$ cat config.mk
export PLATFORM = sky130hd
export DESIGN_NAME = adsr_32
export DESIGN_NICKNAME = d
export VERILOG_FILES = /design/src/rtl/adsr_pkg.sv /design/src/rtl/adsr_sat_step.sv /design/src/rtl/adsr_32.sv
export SDC_FILE = /design/constraint.sdc
export NUM_CORES = 1
export LEC_CHECK = 0
export CAP_MARGIN = 20
export CORE_ASPECT_RATIO = 1.4
export CORE_MARGIN = 2
export CORE_UTILIZATION = 61
export DETAILED_ROUTE_END_ITERATION = 16
export PLACE_DENSITY = 0.95
export SYNTH_ARGS = -nofsm -noshare
export SYNTH_HDL_FRONTEND = slang
export SYNTH_SLANG_ARGS = --single-unit
$ cat constraint.sdc
create_clock -name clk -period 13.8 [get_ports clk]
set_input_delay 2.76 -clock clk [delete_from_list [all_inputs] [get_ports clk]]
set_output_delay 2.76 -clock clk [all_outputs]
set_load 0.02 [all_outputs]
$ cat src/rtl/adsr_pkg.sv
// -----------------------------------------------------------------------------
// adsr_pkg
// Shared types and constants for the 32-bit ADSR envelope generator.
//   adsr_state_t : 3-bit state codes (IDLE=0, ATTACK=1, DECAY=2, SUSTAIN=3,
//                  RELEASE=4; codes 5..7 are illegal)
//   ADSR_W       : envelope / rate width
//   ADSR_MAX     : full-scale envelope level
// -----------------------------------------------------------------------------
package adsr_pkg;

  localparam int ADSR_W = 32;
  localparam logic [ADSR_W-1:0] ADSR_MAX = 32'hFFFF_FFFF;

  typedef enum logic [2:0] {
    ST_IDLE    = 3'd0,
    ST_ATTACK  = 3'd1,
    ST_DECAY   = 3'd2,
    ST_SUSTAIN = 3'd3,
    ST_RELEASE = 3'd4
  } adsr_state_t;

endpackage

$ cat src/rtl/adsr_sat_step.sv
// -----------------------------------------------------------------------------
// adsr_sat_step
// Combinational saturating step toward a target level.
//   i_level    : current envelope level
//   i_rate     : step size (0 means jump straight to the target)
//   i_target   : level at which the ramp stops
//   i_dir_down : 0 = add (ramp up), 1 = subtract (ramp down)
//   o_level    : next level (clamped to i_target when reached)
//   o_reached  : the step hit, crossed or overflowed past the target
// -----------------------------------------------------------------------------
module adsr_sat_step
  import adsr_pkg::*;
(
  input  logic [ADSR_W-1:0] i_level,
  input  logic [ADSR_W-1:0] i_rate,
  input  logic [ADSR_W-1:0] i_target,
  input  logic              i_dir_down,
  output logic [ADSR_W-1:0] o_level,
  output logic              o_reached
);

  // One extra bit catches carry (add) and borrow (subtract).
  logic [ADSR_W:0] w_sum;
  logic [ADSR_W:0] w_diff;

  assign w_sum  = {1'b0, i_level} + {1'b0, i_rate};
  assign w_diff = {1'b0, i_level} - {1'b0, i_rate};

  always_comb begin
    o_reached = 1'b0;
    o_level   = i_level;
    if (i_dir_down) begin
      o_reached = w_diff[ADSR_W] || (w_diff[ADSR_W-1:0] <= i_target) || (i_rate == '0);
      o_level   = o_reached ? i_target : w_diff[ADSR_W-1:0];
    end else begin
      o_reached = w_sum[ADSR_W] || (w_sum[ADSR_W-1:0] >= i_target) || (i_rate == '0);
      o_level   = o_reached ? i_target : w_sum[ADSR_W-1:0];
    end
  end

endmodule

$ cat src/rtl/adsr_32.sv
// -----------------------------------------------------------------------------
// adsr_32
// 32-bit linear ADSR envelope generator, one registered stage.
//   clk   : system clock, rising edge
//   rst   : synchronous active-high reset (sout=0, state=IDLE)
//   GATE  : note on (1) / note off (0)
//   A     : attack increment per clock (0 = instant)
//   D     : decay decrement per clock (0 = instant)
//   S     : sustain level
//   R     : release decrement per clock (0 = instant)
//   sout  : registered envelope level
//   state : registered state code, only when ADSR32_STATE_PORT_EN is defined
// Optional feature macro: ADSR32_STATE_PORT_EN
// -----------------------------------------------------------------------------
module adsr_32
  import adsr_pkg::*;
(
  input  logic              clk,
  input  logic              rst,
  input  logic              GATE,
  input  logic [ADSR_W-1:0] A,
  input  logic [ADSR_W-1:0] D,
  input  logic [ADSR_W-1:0] S,
  input  logic [ADSR_W-1:0] R,
  output logic [ADSR_W-1:0] sout
`ifdef ADSR32_STATE_PORT_EN
  ,
  output logic [2:0]        state
`endif
);

  adsr_state_t       r_state;
  adsr_state_t       w_state_next;
  logic [ADSR_W-1:0] r_sout;
  logic [ADSR_W-1:0] w_sout_next;

  // Shared step unit, steered by the current state.
  logic [ADSR_W-1:0] w_step_rate;
  logic [ADSR_W-1:0] w_step_target;
  logic              w_step_down;
  logic [ADSR_W-1:0] w_step_level;
  logic              w_step_reached;

  always_comb begin
    w_step_rate   = R;
    w_step_target = '0;
    w_step_down   = 1'b1;
    case (r_state)
      ST_ATTACK: begin
        w_step_rate   = A;
        w_step_target = ADSR_MAX;
        w_step_down   = 1'b0;
      end
      ST_DECAY: begin
        w_step_rate   = D;
        w_step_target = S;
      end
      default: begin
        w_step_rate   = R;
        w_step_target = '0;
      end
    endcase
  end

  adsr_sat_step u_step (
    .i_level    (r_sout),
    .i_rate     (w_step_rate),
    .i_target   (w_step_target),
    .i_dir_down (w_step_down),
    .o_level    (w_step_level),
    .o_reached  (w_step_reached)
  );

  // GATE-driven transitions take priority over rate-driven ones and hold the
  // level on the transition clock; the new phase steps from the next clock.
  always_comb begin
    w_state_next = r_state;
    w_sout_next  = r_sout;
    case (r_state)
      ST_IDLE: begin
        w_sout_next = '0;
        if (GATE) w_state_next = ST_ATTACK;
      end
      ST_ATTACK: begin
        if (!GATE) begin
          w_state_next = ST_RELEASE;
        end else begin
          w_sout_next = w_step_level;
          if (w_step_reached) w_state_next = ST_DECAY;
        end
      end
      ST_DECAY: begin
        if (!GATE) begin
          w_state_next = ST_RELEASE;
        end else begin
          w_sout_next = w_step_level;
          if (w_step_reached) w_state_next = ST_SUSTAIN;
        end
      end
      ST_SUSTAIN: begin
        if (!GATE) begin
          w_state_next = ST_RELEASE;
        end else begin
          // Track S live so sustain-level edits apply immediately.
          w_sout_next = S;
        end
      end
      ST_RELEASE: begin
        if (GATE) begin
          // Retrigger: attack resumes from the current level.
          w_state_next = ST_ATTACK;
        end else begin
          w_sout_next = w_step_level;
          if (w_step_reached) w_state_next = ST_IDLE;
        end
      end
      default: begin
        // Illegal codes fall back to a silent IDLE.
        w_state_next = ST_IDLE;
        w_sout_next  = '0;
      end
    endcase
  end

  always_ff @(posedge clk) begin
    if (rst) begin
      r_state <= ST_IDLE;
      r_sout  <= '0;
    end else begin
      r_state <= w_state_next;
      r_sout  <= w_sout_next;
    end
  end

  assign sout = r_sout;

`ifdef ADSR32_STATE_PORT_EN
  assign state = r_state;
`endif

endmodule

# Word-level counts from Yosys, hierarchy flattened

Cells that the tools add are included.

Equal/unequal tests: 12
Reductions and logical operators: 9
Magnitude comparators: 2
Add/subtract/negate cells: 2
Multiplexer cells: 19

Operator list:

| kind                 | number |
|---|---|
| $mux W32             | 6 |
| $pmux W32 S2         | 2 |
| $pmux W32 S3         | 1 |
| $add A32 B32 Y33     | 1 |
| $sub A32 B32 Y33     | 1 |
| $ge A32 B32 Y1       | 1 |
| $le A32 B32 Y1       | 1 |
| $logic_not A32 Y1    | 1 |
| $mux W3              | 8 |
| $pmux W3 S5          | 1 |
| $ne A3 B2 Y1 const B | 3 |
| $ne A2 B2 Y1 const B | 4 |
| $eq A3 B2 Y1 const B | 2 |
| $reduce_and A5 Y1    | 1 |
| $logic_or A1 B1 Y1   | 4 |
| $eq A3 B1 Y1 const B | 1 |
| $eq A3 B3 Y1 const B | 1 |
| $logic_not A3 Y1     | 1 |
| $reduce_and A3 Y1    | 1 |
| $ne A2 B1 Y1 const B | 1 |
| $reduce_or A2 Y1     | 1 |
| $mux W1              | 1 |

Bits of input ports: 131
Register bits: 35
Output and inout bits: 32
Logic and storage cells: 46

# Depth between registers and ports, before layout

Gate-level depths: netlist of run 1.

Word-level depth: 10
Depth in mapped cells: 28
Depth with buffers taken out: 23

# Cells and area by module

A second synthesis of run 1 with hierarchy kept.

Cells, all modules: 1399
Area total of the unflattened synthesis: 9192.6 µm²

Modules (own cells, without submodules):

| module        | cells an instance | area an instance (µm²) | sequential area each (µm²) | times used |
|---|---|---|---|---|
| adsr_sat_step | 874               | 5830.6                 | 0.0                        | 1 |
| adsr_32       | 525               | 3362.0                 | 700.7                      | 1 |

# Least setup slack after synthesis of run 1

Ideal clock, no wire load.

Kind: input to register
From: input port A[15]
To: register r_sout[10] (netlist: sout[10])
Arrival time: 7.401 ns
Library setup time: 0.146 ns
Data required time: 13.654 ns
Slack: 6.253 ns
Stages: 24
Cells stage by stage: o21ai_0 a32oi_1 and2_1 ha_1 nor3_2 nand4_1 a2111oi_2 nor4_4 a2111oi_4 nor2_1 mux2_2 or2_2 ha_1 a21o_1 a21o_1 a221oi_1 o21ai_0 a21oi_1 or2_1 buf_2 buf_2 nor3b_1 o221ai_2 a211oi_2

Cells in the longest elaborated chain, start to end: 9
Elaborated cells between the ends (all ways): 16

RTL lines:

| item                                                        | RTL line                                     | RTL |
|---|---|---|
| start, declared                                             | adsr_32.sv:21                                | `input logic [ADSR_W-1:0] A,` |
| $pmux W32 S2 (*)                                            | adsr_32.sv:48                                | `case (r_state)` |
| $sub A32 B32 Y33 / $add A32 B32 Y33 (equally long branches) | adsr_sat_step.sv:27, adsr_sat_step.sv:26     |  |
| $le A32 B32 Y1 / $ge A32 B32 Y1 (equally long branches)     | adsr_sat_step.sv:33, adsr_sat_step.sv:36     |  |
| $logic_or A1 B1 Y1, on equally long branches (2 in a row)   | adsr_sat_step.sv:33, adsr_sat_step.sv:36     |  |
| $mux W32, on equally long branches                          | adsr_sat_step.sv:34, adsr_sat_step.sv:37     |  |
| $mux W32 (*)                                                | adsr_sat_step.sv:32                          | `if (i_dir_down) begin` |
| $mux W32, on equally long branches                          | adsr_32.sv:109, adsr_32.sv:85, adsr_32.sv:93 |  |
| $pmux W32 S3 (*)                                            | adsr_32.sv:79                                | `case (r_state)` |
| end signal, assigned                                        | adsr_32.sv:131                               | `r_sout <= w_sout_next;` |
| end, declared                                               | adsr_32.sv:34                                | `logic [ADSR_W-1:0] r_sout;` |

Every way passes the cells marked *; elsewhere a longest branch is shown, timed or not. The select of a mux whose other input is x is not followed.
A chain may end at the register's enable or synchronous reset.

# Worst setup path after layout of run 1

From: input port A[14]
To: register r_sout[31] (netlist: sout[31])

The elaborated chain is that of the path after synthesis.

==> results of run 1 <==
per-layer routing:
metal | up-vias | GRT usage | share of wire
met3 | 173 | 0.0490 | 0.085
li1 | 5291 | - | -
met2 | 707 | 0.670 | 0.47
met1 | 5259 | 0.474 | 0.37
met4 | 0 | 0.256 | 0.077
met5 | - | 0 | 0
Yosys cell counts, drive strengths merged (5+ instances only):
| cell type | count |
|---|---|
| nand3 | 24 |
| nand2b | 44 |
| nor3b | 22 |
| a2111oi | 8 |
| o211ai | 45 |
| o21a | 5 |
| nor2 | 125 |
| or2 | 9 |
| o21bai | 13 |
| a21o | 28 |
| xor2 | 6 |
| xnor2 | 42 |
| nor4b | 5 |
| and3 | 6 |
| nand2 | 78 |
| o21ai | 104 |
| dfxtp | 35 |
| nor4 | 16 |
| a311oi | 5 |
| nand4 | 23 |
| nor3 | 21 |
| a21oi | 136 |
| inv | 100 |
| a32oi | 32 |
| clkbuf | 44 |
| and2 | 35 |
| a211oi | 41 |
| a31oi | 7 |
| o31ai | 5 |
| o221ai | 30 |
| buf | 57 |
| a22oi | 16 |
| nor2b | 13 |
| ha | 129 |
| a221oi | 9 |
| or3 | 15 |
flip-flops by register name, indices dropped and copies added (netlist names):
name     flops
r_state      3
sout        32
cell families (layout without fill, tap and decap cells):
family          count (synthesis)  in the layout  synth area share
compound gates                516            516             0.384
simple gates                  446            446             0.241
buf+inv                       202            282            0.0904
fa+ha+maj                     131            131             0.167
xor+xnor                       48             48            0.0425
flops                          35             35            0.0708
mux                             3              3           0.00329
cells in the final DEF (no fill, tap or decap), drive strengths merged, types with 12 or more instances in the layout:
cell	instances
a22oi	16
nor3	21
o21ai	104
dfxtp	35
o211ai	45
clkdlybuf4s50	161
a21oi	136
inv	100
nor2	125
a21o	28
nand2	78
a211oi	41
nor4	16
buf	12
nand3	24
ha	129
xnor2	42
o221ai	30
and2	35
nand2b	44
nor2b	13
a32oi	32
nor3b	22
or3	15
nand4	23
o21bai	13
stage by stage:
step                cells  utilization  total power [mW]  setup WS [ps]  hold WS (ps)
finish               1660        0.717             0.939           4080           531
global route         1660        0.717             0.998           3850           576
CTS                  1660        0.717             0.916           4320           540
detailed placement   1652        0.707             0.785           4070           533
global placement     1652        0.707             0.769           4150           513
floorplan            1381            -             0.597           6250           584
power by group through the flow:
stage	registers [mW]	clock network (mW)	logic (mW)
finish	0.121	0.130	0.688
detailed placement	0.122	0	0.663
floorplan	0.123	0	0.474
global route	0.121	0.131	0.746
CTS	0.120	0.128	0.668
global placement	0.122	0	0.647
area by class of cell:
cell class	count	area [µm²]	area share
well taps	199	249	0.0217
repair buffers	173	1700	0.148
multi-input cells	1144	8300	0.722
inverters	101	379	0.0330
clock buffers	8	156	0.0136
flip-flops and latches	35	708	0.0616
critical path, cell delays in order:
cell	delay (ps)
clkdlybuf4s50_1	450
o21ai_0	70
a32oi_1	400
and2_1	220
ha_1	420
nor3_2	440
o21ai_0	190
a311oi_1	590
nor4_4	140
a2111oi_4	440
nor2_1	100
mux2_2	320
or2_2	310
ha_1	310
a21o_1	190
a21o_1	170
a221oi_1	240
o21ai_0	150
a21oi_1	290
or2_1	930
nor2_1	290
a21o_1	260
a31o_1	210
path summary, 6_finish.rpt:
path / start / endpoint / cells after the start
max: A[14] / sout[31] / 23
max reg2reg: r_state[0] / sout[31] / 23
min reg2reg: sout[0] / sout[0] / 2
min: sout[0] / sout[0] / 2
==> qor.csv, run 1 <==
stage,metric,value,unit
run_status,status,"finished, final reports clean",
yosys,synthArstFlopShare,0,
layout,n_fill_cell,1329,
layout,nNetsFinal,1722,
detailed_routing,wl_per_cell,21.5,µm
grt,grt_pass1_vias,10516,
placed_design,place.gp.congestion,0.992,
placed_design,port_buffers,162,
yosys,postSynthCellCount,1381,
timing,skew,6.54,ps
power_and_ir_drop,combPwrFrac,0.733,
power_and_ir_drop,sequentialPowerShare,0.129,
power_and_ir_drop,powerDensity,81.7,nW/µm²
floorplan,core,16000,µm²
power_and_ir_drop,internal_power,452,µW
layout,antenna_cells,0,
layout,postLayoutCellArea,11500,µm²
placed_design,placed_cell_area,11300,µm²
detailed_routing,drtAntennaViolNets,0,
setup_path,path_class,in -> reg,
timing,report.final.slew_viol_count,0,
detailed_routing,firstDrtPassIters,6,
setup_path,critPathArrivalTime,9910,ps
yosys,netlist_top_cells_area,"ha_1 16%, dfxtp_1 7.1%, a21oi_1 6.8%",
floorplan,ios,163,
setup_path,critPathMaxFanout,27,
grt,grt_max_degree,117,
placed_design,dp_hpwl,27800,µm
timing,hold_viol,0,
cts,clk_path_buf_depth,2,
detailed_routing,vias,11430,
timing,fmax,103,MHz
cts,holdBufCountCts,0,
timing,tightest_slew,1150,ps
power_and_ir_drop,clkPwrFrac,0.138,
timing,setup_viol,0,
yosys,syn_area_per_cell,7.16,µm²
power_and_ir_drop,peakVddDrop,0.0833,mV
yosys,synth_top_area_cell,ha_1,
setup_path,end_kind,flip-flop,
setup_path,startpoint_type,input port,
cts,clkTransAtPathRegs,60,ps
timing,slew-limit-headroom,0.234,
timing,setup-tns-final,0,ps
yosys,synth_edf_count,0,
layout,area_delta_synth_final,16.2,%
floorplan,die_area,17300,µm²
grt,antenna_found_initial,0,
yosys,synth-main-ff-cell,dfxtp_1,
yosys,synth_cell_types,89,
yosys,synthesis.nets,1643,
yosys,netlist_area,9890,µm²
floorplan,core.rowCount,55,
timing,fin_crit_sh,0.704,
min_path,holdCritPathClass,reg -> reg,
power_and_ir_drop,p_switching,486,µW
setup_path,cp.required,13990,ps
timing,period_minus_slack,9720,ps
floorplan,fp.dieH,155,µm
detailed_routing,remaining_drc_errors,0,
cts,root_buffer,clkbuf_16,
timing,rsz0062_at_grt,false,
cts,cts_tree,yes,
cts,htreeDepth,2,
setup_path,ff2ff_setup_slack,5540,ps
yosys,ys_seq_area_frac,0.0708,
grt,track_usage,0.397,
layout,drive_gt1_frac,0.0787,
grt,grt-ovfl-total,0,
cts,clkSinkCount,35,
job,max_cap_viol_count,0,
grt,grt_pass1_wl,55500,µm
cts,cts-buffers-inserted,5,
floorplan,initial_core_util,0.617,
floorplan,die_w,112,µm
yosys,synth_warnings,0,
detailed_routing,drtIter0Drc,1039,
cts,cts_resized,0,
detailed_routing,routed_via_density,6.89,
power_and_ir_drop,p_sw_frac,0.518,
cts,insertion_delay,300,ps
yosys,yosysTopAreaCellShare,0.163,
yosys,ys_ff_latch,35,
cts,cts_setup_buffers,0,
power_and_ir_drop,power_leakage,4.48,nW
detailed_routing,routed_wl,35800,µm
(Power assumes the default switching activity.)
==> inputs of run 2 (changes only) <==
- CORE_UTILIZATION: 61 -> 51
- PLACE_DENSITY: 0.95 -> 0.91
- clock period: 13.8 -> 8.1 ns (I/O delays scaled with it)
==> qor.csv, run 2 (synthesized netlist as in run 1, its figures left out) <==
stage,metric,value,unit,change
grt,grt.met1_usage,0.427,,-0.0470
min_path,whs_path_depth,2,,unchanged
grt,grt_max_degree,102,,-13%
floorplan,fp.dieH,169,µm,+9.1%
layout,final_cell_mix,"161 x clkdlybuf4s50_1, 135 x a21oi_1, 129 x ha_1, 123 x nor2_1, 99 x o21ai_0",,
grt,grt_pass1_vias,11177,,+6.3%
layout,final_common_cell,clkdlybuf4s50_1,,
cts,root_buffer,clkbuf_16,,
layout,largest_reg_flops,32,,unchanged
setup_path,end_kind,flip-flop,,
timing,fin_crit_sh,0.972,,
cts,cts-buffers-inserted,5,,unchanged
layout,drive_gt1_frac,0.107,,+0.0288
placed_design,port_buffers,162,,unchanged
layout,nNetsFinal,1769,,+2.7%
floorplan,core,19100,µm²,+19%
floorplan,initial_core_util,0.517,,-0.100
detailed_routing,routed_wl,38700,µm,+8.2%
setup_path,reg2reg_to,sout[0],,
power_and_ir_drop,peakVddDrop,0.0843,mV,+1.2%
detailed_routing,drtAntennaViolNets,0,,unchanged
detailed_routing,drtIter0Drc,1236,,+19%
placed_design,dpl_worst_slack,-13.2,ps,-4080 ps
run_status,status,"finished, final reports clean",,
layout,n_fill_cell,1725,,+30%
timing,rsz0062_at_grt,false,,
timing,hold_slack,602,ps,+70.9 ps
placed_design,dp_hpwl,30500,µm,+9.8%
power_and_ir_drop,power,1.65,mW,+76%
setup_path,cp.required,8290,ps,-5700 ps
detailed_routing,firstDrtPassIters,6,,unchanged
setup_path,startpoint_type,input port,,
detailed_routing,vias,11677,,+2.2%
detailed_routing,routed_via_density,6.65,,-3.4%
setup_path,ff2ff_setup_slack,880,ps,-4660 ps
setup_path,r2r_cells,23,,unchanged
min_path,holdCritPathClass,reg -> reg,,
detailed_routing,wl_per_cell,22.0,µm,+2.3%
placed_design,place.gp.congestion,1.07,,+8.2%
layout,fin_util,0.624,,-0.0927
timing,skew,6.68,ps,+0.143 ps
grt,grt_util_met2,0.601,,-0.0692
grt,antenna_found_initial,0,,unchanged
grt,grt_pass1_wl,59200,µm,+6.6%
timing,report.final.slew_viol_count,0,,unchanged
cts,insertion_delay,290,ps,about the same
cts,clkTransAtPathRegs,60,ps,about the same
timing,hold_viol,0,,unchanged
floorplan,die_area,20500,µm²,+19%
power_and_ir_drop,powerDensity,138,nW/µm²,+69%
min_path,worstHoldEndpoint,sout[0],,
timing,period_minus_slack,7870,ps,
cts,clk_path_buf_depth,2,,unchanged
cts,cts_tree,yes,,
power_and_ir_drop,power_leakage,4.72,nW,+5.3%
setup_path,critPathMaxFanout,12,,-56%
timing,setup_viol,0,,unchanged
setup_path,r2r-start,r_state[2],,
job,max_cap_viol_count,0,,unchanged
floorplan,core.rowCount,60,,+9.1%
setup_path,critPathArrivalTime,8060,ps,-1850 ps
timing,fmax,127,MHz,
timing,slew-limit-headroom,0.279,,+0.0453
timing,setup-tns-final,0,ps,unchanged
grt,track_usage,0.363,,-0.0339
timing,tightest_slew,1080,ps,-68.0 ps
cts,htreeDepth,2,,unchanged
timing,final.setup.worst_slack,229,ps,-3850 ps
cts,clkSinkCount,35,,unchanged
grt,busiest_layer,met2,,
layout,area_delta_synth_final,20.8,%,
floorplan,die_w,122,µm,+9.0%
detailed_routing,remaining_drc_errors,0,,unchanged
grt,grt_use_met3,0.0505,,+0.00156
grt,grt-ovfl-total,0,,unchanged
floorplan,ios,163,,unchanged
min_path,worstHoldStart,sout[0],,
setup_path,path_class,in -> reg,,
[run 2: layout make-up]
cell class,instances,area (µm²),area share
Timing Repair Buffer,220,2090,0.175
Inverter,101,379,0.0317
Tap cell,248,310,0.0260
Antenna cell,1,2.50,0.000209
Sequential cell,35,708,0.0593
Clock buffer,6,139,0.0116
Multi-Input combinational cell,1144,8310,0.696
Clock inverter,1,5.00,0.000419
[run 2: timing repair]
item | 4_1_cts | 5_1_grt
endpoints found under the setup margin | 0 | 26
resized for setup | 0 | 1
setup buffers | 0 | 0
hold buffers | 0 | 0
[run 2: critical path, stage by stage]
cell             delay, ps
clkdlybuf4s50_1        550
nand2b_1                80
a32oi_1                280
and2_1                 330
ha_1                   360
buf_4                  210
nor3_2                 290
nand4_1                180
a2111oi_4              430
nor4_4                 120
a2111oi_4              480
nor2_1                 110
mux2_2                 310
or2_2                  320
ha_1                   310
and4_1                 250
nand4_1                130
nor2_1                 240
a21oi_1                180
or2_1                  320
nor2_1                 510
nor2_1                 130
a2111oi_2              290
[run 2: metal layers]
| layer | wire length (µm) | share of wire | vias up |
|---|---|---|---|
| li1 | - | - | 5386 |
| met4 | 3240 | 0.084 | 0 |
| met5 | 0 | 0 | - |
| met2 | 18100 | 0.47 | 655 |
| met1 | 14700 | 0.38 | 5456 |
| met3 | 2630 | 0.068 | 180 |
[run 2: worst max-delay path by stage]
stage,to,start,depth (start not counted),slack (ps)
after floorplan,sout[10],A[15],24,1690
after global placement,sout[27],R[9],25,80
after detailed placement,sout[27],R[9],25,-10
after CTS,sout[0],R[9],23,250
after global routing,sout[20],R[9],25,30
final,sout[0],R[9],23,230
[run 2: power breakdown]
part | internal, mW | total, mW | switching [mW]
clock network | 0.121 | 0.208 | 0.0873
registers | 0.183 | 0.215 | 0.0314
logic | 0.498 | 1.23 | 0.731
total | 0.802 | 1.65 | 0.850
[run 2: per-stage QoR]
step                instances  instance area, µm²
global placement         1748               11800
CTS                      1755               11900
global route             1755               11900
floorplan                1381                9890
detailed placement       1748               11800
finish                   1756               11900
